$ cat src/rtl/snn_timestep_scheduler.sv
// Timestep sequencer for the SNN core: per output neuron it leaks the stored
// membrane potential, scans the input spike bitmap while integrating matching
// weights, resolves firing and hands spike events to the spike queue.
module snn_timestep_scheduler #(
  parameter int N_IN  = 196,
  parameter int N_OUT = 10,
  parameter int AW    = 11
) (
  input  logic          clk,
  input  logic          rst_n,
  input  logic          start,
  input  logic          clear,
  output logic          busy,
  output logic          done,
  output logic [7:0]    in_addr,
  input  logic          in_bit,
  output logic          w_rd,
  output logic [AW-1:0] w_addr,
  input  logic [7:0]    w_data,
  output logic          nrn_func,
  output logic [7:0]    nrn_weight,
  output logic [7:0]    nrn_vmem,
  input  logic [7:0]    nrn_result,
  input  logic          nrn_spike,
  output logic          spk_valid,
  output logic [3:0]    spk_id,
  input  logic          spk_ready,
  input  logic [3:0]    dbg_id,
  output logic [7:0]    dbg_vmem
);

  typedef enum logic [2:0] {
    IDLE, LEAK, SCAN, DRAIN, FIRE, EMIT, DONE
  } state_t;

  localparam logic [7:0] I_LAST = 8'(N_IN - 1);
  localparam logic [3:0] J_LAST = 4'(N_OUT - 1);

  state_t     state;
  logic [7:0] vmem [N_OUT];
  logic [7:0] acc;
  logic [7:0] i;
  logic [3:0] j;
  logic       consume;

  // A bitmap/weight pair issued last cycle is integrated only when its bit is set;
  // in SCAN the first cycle (i==0) has nothing outstanding yet.
  assign consume = (((state == SCAN) && (i != '0)) || (state == DRAIN)) && in_bit;

  // Membrane potential debug read port.
  assign dbg_vmem = (int'(dbg_id) < N_OUT) ? vmem[dbg_id] : '0;

  // Neuron operands are combinational so the neuron result can be captured in the same cycle.
  always_comb begin
    nrn_func   = 1'b0;
    nrn_weight = '0;
    nrn_vmem   = '0;
    case (state)
      LEAK: begin
        nrn_func = 1'b1;
        nrn_vmem = vmem[j];
      end
      SCAN, DRAIN: begin
        if (consume) begin
          nrn_vmem   = acc;
          nrn_weight = w_data;
        end
      end
      FIRE: begin
        nrn_vmem = acc;
      end
      default: ;
    endcase
  end

  // Sequencer FSM; control outputs are registered to match the state being entered.
  always_ff @(posedge clk or negedge rst_n) begin
    if (!rst_n) begin
      state     <= IDLE;
      acc       <= '0;
      i         <= '0;
      j         <= '0;
      for (int unsigned k = 0; k < N_OUT; k++) vmem[k] <= '0;
      busy      <= 1'b0;
      done      <= 1'b0;
      in_addr   <= '0;
      w_addr    <= '0;
      w_rd      <= 1'b0;
      spk_valid <= 1'b0;
      spk_id    <= '0;
    end else begin
      done <= 1'b0;
      case (state)
        IDLE: begin
          if (start) begin
            j     <= '0;
            busy  <= 1'b1;
            state <= LEAK;
          end else if (clear) begin
            for (int unsigned k = 0; k < N_OUT; k++) vmem[k] <= '0;
          end
        end
        LEAK: begin
          acc     <= nrn_result;
          i       <= '0;
          in_addr <= '0;
          w_addr  <= AW'(int'(j) * N_IN);
          w_rd    <= 1'b1;
          state   <= SCAN;
        end
        SCAN: begin
          if (consume) acc <= nrn_result;
          i <= i + 8'd1;
          if (i == I_LAST) begin
            w_rd    <= 1'b0;
            in_addr <= '0;
            w_addr  <= '0;
            state   <= DRAIN;
          end else begin
            in_addr <= i + 8'd1;
            w_addr  <= w_addr + 1'b1;
          end
        end
        DRAIN: begin
          if (consume) acc <= nrn_result;
          state <= FIRE;
        end
        FIRE: begin
          if (nrn_spike) begin
            vmem[j]   <= '0;
            spk_valid <= 1'b1;
            spk_id    <= j;
            state     <= EMIT;
          end else begin
            vmem[j] <= acc;
            if (j == J_LAST) begin
              done  <= 1'b1;
              state <= DONE;
            end else begin
              j     <= j + 4'd1;
              state <= LEAK;
            end
          end
        end
        EMIT: begin
          if (spk_ready) begin
            spk_valid <= 1'b0;
            spk_id    <= '0;
            if (j == J_LAST) begin
              done  <= 1'b1;
              state <= DONE;
            end else begin
              j     <= j + 4'd1;
              state <= LEAK;
            end
          end
        end
        DONE: begin
          busy  <= 1'b0;
          state <= IDLE;
        end
        default: state <= IDLE;
      endcase
    end
  end

endmodule

$ cat config.mk
export PLATFORM = sky130hd
export DESIGN_NAME = snn_timestep_scheduler
export DESIGN_NICKNAME = d
export VERILOG_FILES = /design/src/rtl/snn_timestep_scheduler.sv
export SDC_FILE = /design/constraint.sdc
export NUM_CORES = 1
export LEC_CHECK = 0
export ABC_AREA = 1
export CAP_MARGIN = 20
export CORE_ASPECT_RATIO = 1.4
export CORE_MARGIN = 2
export CORE_UTILIZATION = 39
export DETAILED_ROUTE_END_ITERATION = 16
export PLACE_DENSITY = 0.62
export SETUP_SLACK_MARGIN = 0.05
export SLEW_MARGIN = 20
export SYNTH_ARGS = -nofsm -noshare
export SYNTH_HDL_FRONTEND = slang
export SYNTH_SLANG_ARGS = --single-unit
export TNS_END_PERCENT = 30
$ cat constraint.sdc
create_clock -name clk -period 2 [get_ports clk]
set_input_delay 0.4 -clock clk [delete_from_list [all_inputs] [get_ports clk]]
set_output_delay 0.4 -clock clk [all_outputs]
set_load 0.03 [all_outputs]
After elaboration in Yosys (flattened, before gate mapping)
Cells that the tools add are included.

storage, ports and cells
  flip-flop bits (word level) = 130
  bits of input ports = 27
  output and inout bits = 52
  logic and storage cells = 120

cells by class
  add/sub/neg operators = 3
  multipliers = 1
  order comparisons = 4
  equal/unequal tests = 16
  muxes and demuxes = 51
  bitwise logic cells = 4
  reduce and logical (&&, ||, !) cells = 20

operators with widths
  operator                                                            count
  80-bit 2-to-1 mux                                                   3
  80-bit case mux with 2 select lines                                 1
  8-bit 2-to-1 mux                                                    11
  80-bit bitwise AND                                                  1
  80-bit bitwise mux                                                  1
  80-bit NOT                                                          1
  8-bit binary-select mux with 4-bit select                           2
  8-bit case mux with 2 select lines                                  3
  8-bit demux with 4-bit select                                       1
  4-bit 2-to-1 mux                                                    6
  8-bit case mux with 3 select lines                                  1
  11-bit case mux with 2 select lines                                 1
  3-bit case mux with 6 select lines                                  1
  3-bit 2-to-1 mux                                                    5
  2-bit != test, second input constant                                6
  4-bit case mux with 3 select lines                                  1
  11-bit by 1-bit adder with 11-bit output, second input constant     1
  11-bit 2-to-1 mux                                                   1
  5-bit >= comparator, second input constant                          2
  4-bit NOT with 5-bit output                                         2
  2-bit nonzero test                                                  5
  3-bit == test, second input constant                                3
  4-bit by 6-bit multiplier with 9-bit output, second input constant  1
  3-bit AND reduction                                                 3
  20 further kinds                                                    36

Longest topological paths before layout
  depth in word-level cells = 9
  gate-level depth with buffers = 11
  depth with buffers taken out = 10

Worst setup path before layout
OpenSTA, ideal clock, no wires.

  path type = in2out
  start point = input port dbg_id[1]
  end point = output port dbg_vmem[1]
  arrival = 1.708 ns
  required time = 1.600 ns
  slack = -0.108 ns
  cell stages on the path = 5
  path buffers = 2
  path through = buf_2 inv_1 clkbuf_1 nand3_1 o21ai_0

between the ends
  cells in the longest elaborated chain, start to end = 5
  elaborated cells between the ends (all ways) = 6
  those cells by class = 1 x order compare; 4 x mux; 1 x bitwise

RTL lines
  what                                                 RTL line  text
  start: declaration                                   28        input logic [3:0] dbg_id,
  4-bit NOT with 5-bit output (not written as such)    51        assign dbg_vmem = (int'(dbg_id) < N_OUT) ? vmem[dbg_id] : '0;
  8-bit binary-select mux with 4-bit select            51
  8-bit 2-to-1 mux (not written as such) (2 in a row)  51
  8-bit 2-to-1 mux (*)                                 51
  end: declaration                                     29        output logic [7:0] dbg_vmem

Mark *: on every way between the ends. The rest lies on a longest branch, timed or not. The select of a mux whose other input is x is not followed.

Final worst setup path
  start point = register state[1]
  end point = output port nrn_vmem[3]

between the ends
  cells in the longest elaborated chain, start to end = 6
  elaborated cells between the ends (all ways) = 10
  those cells by class = 4 x eq/ne; 2 x mux; 4 x reduce/logical

RTL lines
  what                                      RTL line  text
  start: declaration                        39        state_t state;
  start signal: assignment                  79        state <= IDLE;
  start signal: assignment                  98        state <= LEAK;
  start signal: assignment                  109       state <= SCAN;
  3-bit by 2-bit == test with 1-bit output  48, 58
  1-bit logical AND                         48        assign consume = (((state == SCAN) && (i != '0)) || (state == DRAIN)) && in_bit;
  1-bit logical OR                          48
  1-bit logical AND                         48
  8-bit 2-to-1 mux                          64        if (consume) begin
  8-bit case mux with 3 select lines (*)    58        case (state)
  end: declaration                          22        output logic [7:0] nrn_vmem,

Mark *: on every way between the ends. The rest lies on a longest branch, timed or not.

==> run_results.csv <==
group,metric,value,unit
drt,met2_length,12.2,mm
drt,post_drt_wl_per_cell,17.0,microns
finish,syn2layout_area_growth,34.0,%
clocking,clk_pin_slew_worst_paths,60,ps
timing,rsz0062_at_grt,"true",
synthesis,synthesis.nets,1062,
finish,fill_cells,1842,
worst_setup_path,worstReg2RegStart,"j[0]$_DFFE_PN0P_",
finish,final_core_util,53.4,%
pwr,pwr_density_cell,1170,nW/um^2
floorplanning,die_area,20200,sq um
finish,antenna_cells,0,
global_route,grt_pass1_wl,39.1,mm
drt,drt_iter0_markers,520,
worst_setup_path,crit_type,"flip-flop to output port",
clocking,root_buffer,"clkbuf_16",
worst_setup_path,arrival,1860,ps
pwr,ir_drop,912,uV
global_route,grt_usage,24.9,%
synthesis,synth.most_common_cell,"nand2_1",
worst_setup_path,r2r.worst_path.cells,10,
clocking,cts.path.max_buffers,2,
synthesis,synthTopCellsByCount,"nand2_1 (302), dfrtp_1 (130), o21ai_0 (130)",
worst_setup_path,r2r_end,"vmem[76]$_DFFE_PN0P_",
clocking,numCtsBuffers,17,
timing,hold_viol,0,
floorplanning,start_util,39.8,%
worst_setup_path,crit_required,1600,ps
timing,final.min_clock_period,2260,ps
timing,relSlewSlack,68.8,%
drt,via_per_inst,5.25,
clocking,clock_sinks,130,
finish,nets,1201,
synthesis,avgSynthCellArea,7.29,sq um
drt,routed_wl,24.0,mm
timing,maxSlewViolCount,0,
floorplanning,row_count,59,
worst_setup_path,path_max_fanout,8,
drt,dr.pass1.iters,6,
timing,finalSetupTns,-2870,ps
worst_setup_path,startpoint_type,"flip-flop",
min_path,hold_class,"input port to async pin",
synthesis,yosysWarnings,0,
timing,fmaxAchievable,0.443,GHz
worst_setup_path,cp-end-kind,"output port",
placed_design,port_buffers,78,
clocking,htree_levels,4,
timing,worst_pin_slew,466,ps
drt,drc,0,
pwr,p_leak,4.71,nW
floorplanning,core_area,18700,sq um
timing,fin_crit_sh,113,%
floorplanning,die_w,121,microns
timing,whs,452,ps
drt,routed.top_layer,"met4",
drt,ant_nets,0,
global_route,antenna_found_initial,0,
outcome,outcome,"finished with violations",
synthesis,synth_top_area_share,43.7,%
synthesis,syn_inst,1020,
synthesis,yosysTopAreaCell,"dfrtp_1",
global_route,grt_pass1_vias,7344,
global_route,grt_overflow,0,
placed_design,gp_congestion,0.922,
placed_design,place_area,9010,sq um
drt,vias,7435,
outcome,violations,"setup timing",
finish,drive_gt1_share,20.2,%
clocking,cts_tree,"done",
clocking,clk_latency,430,ps
worst_setup_path,r2r_slack,140,ps
global_route,grt_max_degree,58,
drt,wl_met3,1.16,mm
timing,setup_ws,-259,ps
synthesis,async_flop_share,100,%
timing,skew,8.00,ps
drt,wl_met1,9.75,mm
synthesis,synth-seq-area-share,43.7,%
synthesis,yosys-top-cells-area,"dfrtp_1 (44%), nand2_1 (15%), o21ai_0 (8.7%)",
run,maxCapViolations,0,
synthesis,synth_ff_type,"dfrtp_1",
finish,final_area,9970,sq um
synthesis,netlist_area,7440,sq um
floorplanning,ios,79,
synthesis,synth_seq_cells,130,
synthesis,synthDistinctLibCells,39,
placed_design,dp_hpwl,17.7,mm
floorplanning,die_h,167,microns
synthesis,synth_edf_count,0,
timing,setup_viol,16,
==> critical path, stage by stage, from the launching register on <==
cell     delay, ps
dfrtp_2        450
inv_2           90
nand3_2        140
nor2_1         120
buf_4          210
nand3_1        160
nand3_4        110
buf_6          130
==> layout make-up <==
| class | count | area, sq um | area share [%] |
|---|---|---|---|
| timing repair buffer | 162 | 1600 | 16.0 |
| multi-input combinational | 726 | 3780 | 37.9 |
| clock inverter | 13 | 128 | 1.28 |
| sequential | 130 | 3260 | 32.7 |
| tap | 244 | 305 | 3.06 |
| inverter | 122 | 460 | 4.62 |
| clock buffer | 18 | 439 | 4.41 |
==> cell usage in the layout, fill, tap and decap left out, types with 10 or more instances in the layout <==
cell type | Yosys | layout
clkbuf_16 | 0 | 17
o22ai_1 | 13 | 13
nor2_1 | 60 | 55
buf_12 | 0 | 12
buf_4 | 1 | 76
nand3_2 | 3 | 11
nand2_1 | 302 | 287
a21oi_1 | 39 | 35
inv_1 | 115 | 99
dfrtp_1 | 130 | 127
clkdlybuf4s50_1 | 0 | 39
buf_6 | 1 | 18
inv_2 | 4 | 20
o21ai_1 | 2 | 14
o211ai_1 | 19 | 19
nand3_1 | 90 | 77
ha_1 | 15 | 12
nand2_2 | 3 | 13
o21ai_0 | 130 | 115
a22o_1 | 10 | 10
==> repair_timing <==
action / in CTS / in global routing
cloned: 1 / 0
pin swaps: 14 / 14
endpoints found under the setup margin: 34 / 73
hold endpoints to repair: 34 / 0
setup buffers: 5 / 1
hold buffers: 1 / 0
resized for setup: 86 / 45
==> routing by layer <==
layer / up-vias / global-route usage, %
li1: 3603 / -
met1: 3519 / 30.3
met2: 244 / 42.8
met3: 69 / 4.53
met4: 0 / 11.0
met5: - / 0
==> logic make-up after synthesis <==
family | Yosys count | synth area share, %
compound gates | 224 | 17.0
xor+xnor | 4 | 0.471
fa+ha+maj | 15 | 2.52
buf+inv | 164 | 8.66
flops | 130 | 43.7
simple gates | 483 | 27.6
==> power by group <==
part	internal (mW)	switching, mW	total (mW)
logic	1.85	3.23	5.07
registers	3.06	0.473	3.53
clock network	1.75	1.27	3.02
==> registers in the layout, indices dropped and copies added (netlist names) <==
name       count
j              4
vmem          80
w_rd           1
spk_valid      1
done           1
w_addr        11
state          3
spk_id         4
busy           1
in_addr        8
i              8
acc            8
==> stage by stage <==
step / worst slack (ps) / cells / power [mW]
floorplan: -108 / 1020 / 6.22
global placement: -311 / 1376 / 8.30
detailed placement: -319 / 1376 / 8.35
CTS: -273 / 1414 / 11.6
global route: -357 / 1415 / 12.3
finish: -259 / 1415 / 11.6
==> worst max path at each step <==
stage / endpoint / from / cells after the start
global route: nrn_vmem[5] / i[0]$_DFFE_PN0P_ / 11
floorplan: dbg_vmem[2] / dbg_id[1] / 5
finish: nrn_vmem[3] / state[1]$_DFFE_PN0P_ / 7
detailed placement: dbg_vmem[2] / dbg_id[0] / 9
CTS: nrn_vmem[5] / i[1]$_DFFE_PN0P_ / 11
global placement: dbg_vmem[2] / dbg_id[0] / 9
Power figures use the tool's default switching activity.
==> RTL change 1, RTL diff (config.mk and constraints unchanged) <==
`N_OUT`: 10 -> 12.
--- a/src/rtl/snn_timestep_scheduler.sv
+++ b/src/rtl/snn_timestep_scheduler.sv
@@ -3,7 +3,7 @@
 // weights, resolves firing and hands spike events to the spike queue.
 module snn_timestep_scheduler #(
   parameter int N_IN  = 196,
-  parameter int N_OUT = 10,
+  parameter int N_OUT = 12,
   parameter int AW    = 11
 ) (
   input  logic          clk,
Check against the original RTL: no difference found for any inputs over 4 cycles, from zero or initial values and one cycle with rst_n low; that may be too few to reach the edited logic, so the function may still have changed.
==> RTL change 1 against the original RTL <==
The flow still finishes with violations (setup timing); clock power increased by 7.9%; clock skew decreased by 0.0027 ns; power up 20%; global-route usage grew 0.21 points; setup slack got worse by 0.062 ns; synthesized area grew 12%; largest power group unchanged; core utilization fell by 0.87 points; count of clock-buffer cells in the layout did not move; wire length up 19%; final area is 11% higher; sequential cell count increased by 16; via count rose by 13%.
==> RTL change 1: results (changes against the original RTL) <==
- Critical path peak fanout: 18 (+10)
- Final setup vio count: 24 (+8)
- Final HPWL DP: 20370 um (+15%)
- Arrival time at the worst endpoint: 1.92 ns (+0.06 ns)
- Maximum number of pins on one net before global-route repair: 48 (-17%)
- Highest ir drop seen on vdd: 1411 uV (+55%)
- Switching share of power: 43.39% (+0.65 points)
- RD Place Congestion: 0.8922 (-3.2%)
- Count of non-filler cells in the finished layout: 1531 (+8.2%)
- Total vias in the final route: 8417 (+13%)
- Proportion of synthesized chip area in sequential cells: 43.67% (-0.067 points)
- Number of detailed-routing iterations run before antenna repair: 5 (-1)
- Synthesized-area fraction occupied by ao, oa, aoi and oai cells: 19.61% (+2.6 points)
- Fraction of final layout cells with drive strength greater than 1: 19.51% (-0.64 points)
- Clock Pin Slew Worst Setup and Hold Paths: 0.06 ns (about the same)
- Layout net count: 1301 (+8.3%)
- Result of the run: finished with violations
- Per-cell routed wire length: 18.62 um (+9.6%)
- Static leakage: 5.376 nW (+14%)
- Gate Count Post-Synth: 1118 (+9.6%)
- Synth unique cells: 35 (-10%)
- IO Port Bufs: 78 (unchanged)
- Largest cells by area after synthesis: sky130_fd_sc_hd__dfrtp_1, sky130_fd_sc_hd__nand2_1, sky130_fd_sc_hd__o22ai_1
- Normalized max-slew margin: 60.33% (-8.5 points)
- First-pass GRT wire length: 43820 um (+12%)
- Register-to-Register Path Depth: 11 (+1)
- Clock Skew: 0.005313 ns (-0.002684 ns)
- Failing checks: setup timing
- Number of DRC markers in iteration 0: 759 (+46%)
- Vias in the first global route: 7961 (+8.4%)
- Net count after synthesis: 1160 (+9.2%)
- Leading registers by flop count: vmem (96), w_addr (11)
- Sum Neg Setup Slack: -4.138 ns (-1.272 ns)
- Xor/xnor cell area share of the yosys netlist: 0.4187% (-0.052 points)
- Max reg flops: 96 (+20%)
- Setup ws final: -0.3213 ns (-0.06235 ns)
- Synth cell count leaders: sky130_fd_sc_hd__nand2_1, sky130_fd_sc_hd__inv_1, sky130_fd_sc_hd__dfrtp_1
- Total global routing track utilization: 25.14% (+0.21 points)
- Post-synthesis adder-cell area fraction: 2.243% (-0.28 points)
[RTL change 1: changes by cell type after synthesis, moves of 10 or more]
cell                       delta
sky130_fd_sc_hd__a21oi_1     -13
sky130_fd_sc_hd__a21oi_4     +10
sky130_fd_sc_hd__clkbuf_1    +13
sky130_fd_sc_hd__dfrtp_1     +16
sky130_fd_sc_hd__inv_1       +32
sky130_fd_sc_hd__nand3_1     +17
sky130_fd_sc_hd__nor2_1      -23
sky130_fd_sc_hd__o21ai_0     -31
sky130_fd_sc_hd__o22ai_1     +89
[RTL change 1: worst paths after layout]
| check | from | to | slack, ns |
|---|---|---|---|
| worst max-delay path | j[0] | nrn_vmem[6] | -0.32 |
| worst min-delay path | rst_n | vmem[84] | 0.45 |
| worst max register to register | j[1] | w_addr[10] | 0 |
| worst min register to register | in_addr[3] | in_addr[3] | 0.48 |
| max in group asynchronous | rst_n | i[2] | 0.90 |
| min in group clk | in_addr[3] | in_addr[3] | 0.48 |
[RTL change 1: timing repair]
action / 4_1_cts / 5_1_grt
pin swaps: 2 / 16
endpoints found under the hold margin: 38 / 0
buffers inserted: 5 / 5
gates resized for setup: 54 / 83
gates cloned: 0 / 3
hold buffers: 1 / 0
setup endpoints to repair: 31 / 43
[RTL change 1: power by group through the flow]
stage	sequential [mW]	combinational, mW	clock, mW
floorplan	4.18	3.36	0
global placement	3.93	6.07	0
detailed placement	3.94	6.10	0
CTS	3.90	6.33	3.30
global route	3.98	7.33	3.43
finish	3.91	6.80	3.26
[RTL change 1: per-stage QoR]
stage                     instance area [sq um]  worst slack, ns
after detailed placement                   9975          -0.1816
after CTS                                 10720          -0.3453
after global routing                      11090          -0.3957
after global placement                     9975          -0.1649
after floorplan                            8369         -0.02603
final                                     11090          -0.3213
[RTL change 1: final cells by class]
type / count / area (sq um)
flip-flops and latches: 146 / 3659
well taps: 260 / 325.3
clock buffers: 18 / 429.2
fillers: 2045 / 10030
inverters: 158 / 596.8
clock inverters: 13 / 161.4
repair buffers: 174 / 1785
multi-input cells: 762 / 4134
[RTL change 1: critical path, cell delays in order, from the launching register on]
cell	delay (ns)
sky130_fd_sc_hd__dfrtp_2	0.44
sky130_fd_sc_hd__inv_4	0.11
sky130_fd_sc_hd__buf_12	0.16
sky130_fd_sc_hd__a21oi_1	0.08
sky130_fd_sc_hd__o21ai_1	0.14
sky130_fd_sc_hd__nand2_1	0.08
sky130_fd_sc_hd__nand2_1	0.11
sky130_fd_sc_hd__nand2_2	0.08
sky130_fd_sc_hd__nand2_1	0.07
sky130_fd_sc_hd__nand2_2	0.07
sky130_fd_sc_hd__buf_6	0.14
[RTL change 1: layer usage]
layer,vias to the layer above,share of wire (%),track usage (%)
met4,0,3.7,10.39
met3,68,6.9,4.793
met2,343,49,42.31
met1,3997,40,31.65
li1,4009,-,-
met5,-,0,0
==> RTL change 2, RTL diff (same flow settings) <==
Made on the original files. Re-encode `state_t` (7 states) as one-hot, 7 bits wide.
--- a/src/rtl/snn_timestep_scheduler.sv
+++ b/src/rtl/snn_timestep_scheduler.sv
@@ -29,8 +29,8 @@
   output logic [7:0]    dbg_vmem
 );
 
-  typedef enum logic [2:0] {
-    IDLE, LEAK, SCAN, DRAIN, FIRE, EMIT, DONE
+  typedef enum logic [6:0] {
+    IDLE = 7'b0000001, LEAK = 7'b0000010, SCAN = 7'b0000100, DRAIN = 7'b0001000, FIRE = 7'b0010000, EMIT = 7'b0100000, DONE = 7'b1000000
   } state_t;
 
   localparam logic [7:0] I_LAST = 8'(N_IN - 1);
Behaviour: same outputs for any inputs over 4 cycles, from zero or initial values and one cycle with rst_n low; so few cycles prove little.
==> RTL change 2 against the original RTL <==
The run still ends with setup timing left; fmax fell by 4.1%; synthesized area rose by 9.3%; register-to-register slack got worse by 0.08 ns; critical endpoint is now nrn_vmem[2]; critical path type unchanged; power fell by 9.9%; highest routed layer unchanged; sequential cell count rose by 4; setup slack got worse by 0.096 ns; final area rose by 11%; core utilization rose by 0.64 points; largest cell class unchanged; wire length rose by 19%.
==> RTL change 2: results (changes against the original RTL) <==
- Result of the run: finished with violations
- Failing checks: setup timing
- Leading registers by flop count: vmem (80), w_addr (11)
- Arrival time at the worst endpoint: 1.95 ns (+0.09 ns)
- Met3 routed wirelength: 1682 um (+45%)
- First-pass GRT wire length: 44150 um (+13%)
- Register-to-register path setup slack: 0.06 ns (-0.08 ns)
- Vias in the first global route: 8022 (+9.2%)
- Critical path capture point: nrn_vmem[2]
- Number of clock sinks: 134 (+3.1%)
- Normalized max-slew margin: 69.33% (+0.52 points)
- Total vias in the final route: 8268 (+11%)
- H-tree depth reported by CTS: 4 (unchanged)
- Met2 track demand over resource in global routing: 46.01% (+3.2 points)
- Highest ir drop seen on vdd: 733.3 uV (-20%)
- Largest stage delay on the critical path: between 0.4 and 0.5 ns
- Sum Neg Setup Slack: -4.311 ns (-1.445 ns)
- Worst min-delay path class: reg -> reg
- Count of inverters not on the clock network in the layout: 135 (+11%)
- Combined area of the multi-input logic cells: 4504 sq um (+19%)
- Setup ws final: -0.3545 ns (-0.09557 ns)
- RD Place Congestion: 1.000 (+8.5%)
- Clock Skew: 0.01217 ns (+0.004169 ns)
- Critical path peak fanout: 6 (-2)
- Fraction of final layout cells with drive strength greater than 1: 22.13% (+2.0 points)
- Switching component of the power: 4.233 mW (-15%)
- Number of antenna diodes: 0 (unchanged)
- Maximum number of pins on one net before global-route repair: 79 (+36%)
- Grt met1 use: 28.86% (-1.4 points)
- Total global routing track utilization: 25.99% (+1.1 points)
- Static leakage: 5.519 nW (+17%)
- Fraction of standard cell area that is sequential: 30.37% (-2.3 points)
- Net count after synthesis: 1206 (+14%)
- Final setup vio count: 17 (+1)
- Final HPWL DP: 20570 um (+16%)
- Routed length on met1: 10240 um (+5.1%)
- Number of combinational gates with multiple inputs: 851 (+17%)
- Synth cell count leaders: sky130_fd_sc_hd__nand2_1, sky130_fd_sc_hd__dfrtp_1, sky130_fd_sc_hd__inv_1
- Synthesized-area fraction occupied by ao, oa, aoi and oai cells: 9.281% (-7.7 points)
- Post-synthesis adder-cell area fraction: 2.309% (-0.21 points)
- Xor/xnor cell area share of the yosys netlist: 0.7542% (+0.28 points)
- Met2 Routed Length: 14710 um (+20%)
- Number of DRC markers in iteration 0: 797 (+53%)
- Layout net count: 1362 (+13%)
- Number of detailed-routing iterations run before antenna repair: 7 (+1)
- GR Util met3: 4.501% (-0.029 points)
- Synth unique cells: 35 (-10%)
- Total setup buffers inserted after CTS: 6 (+1)
- Post-cts resize count: 78 (-9.3%)
- Routed wire length: 28520 um (+19%)
- Proportion of synthesized chip area in sequential cells: 41.27% (-2.5 points)
- Proportion of final cell area spent on non-clock buffers: 15.99% (-0.022 points)
- Number of nets with antenna violations after routing: 0 (unchanged)
- Non-clock buffer total of the final layout: 181 (+12%)
- Endpoint of the worst-slack reg-to-reg timing path: j[1]
- Largest cells by area after synthesis: sky130_fd_sc_hd__dfrtp_1, sky130_fd_sc_hd__nand2_1, sky130_fd_sc_hd__nand3_1
- Register-to-Register Path Depth: 11 (+1)
- Layout clock area frac: 5.373% (-0.31 points)
- Fill cells: 1981 (+7.5%)
[RTL change 2: cell count changes after synthesis, moves of 4 or more]
| cell | unedited run | this run |
|---|---|---|
| sky130_fd_sc_hd__nand2_1 | 302 | 445 |
| sky130_fd_sc_hd__o21ai_0 | 130 | 87 |
| sky130_fd_sc_hd__nand3_1 | 90 | 118 |
| sky130_fd_sc_hd__o211ai_1 | 19 | 4 |
| sky130_fd_sc_hd__buf_1 | 12 | 1 |
| sky130_fd_sc_hd__nand3_4 | 0 | 11 |
| sky130_fd_sc_hd__clkbuf_1 | 16 | 26 |
| sky130_fd_sc_hd__a22o_1 | 10 | 1 |
| sky130_fd_sc_hd__inv_1 | 115 | 124 |
| sky130_fd_sc_hd__nand2_2 | 3 | 10 |
| sky130_fd_sc_hd__nor2_2 | 6 | 11 |
| sky130_fd_sc_hd__nor3_1 | 3 | 7 |
| sky130_fd_sc_hd__o21ai_2 | 4 | 0 |
[RTL change 2: power by group through the flow]
stage	Clock, mW	Sequential (mW)	Combinational, mW
detailed placement	0	3.40	3.48
finish	3.21	3.42	3.84
CTS	3.27	3.41	3.57
global route	3.37	3.46	4.18
global placement	0	3.40	3.45
floorplan	0	3.66	1.79
[RTL change 2: through the flow]
step	hold slack, ns	area, sq um	cells	setup WS (ns)	utilization [%]
2_1_floorplan	0.1044	8129	1164	-0.03929	-
3_3_place_gp	0.4120	9572	1521	-0.3021	46.74
3_5_place_dp	0.4071	9572	1521	-0.2864	46.74
4_1_cts	0.4734	10520	1562	-0.3077	51.37
5_1_grt	0.4837	11060	1589	-0.3931	54.01
6_report	0.4689	11060	1589	-0.3545	54.01
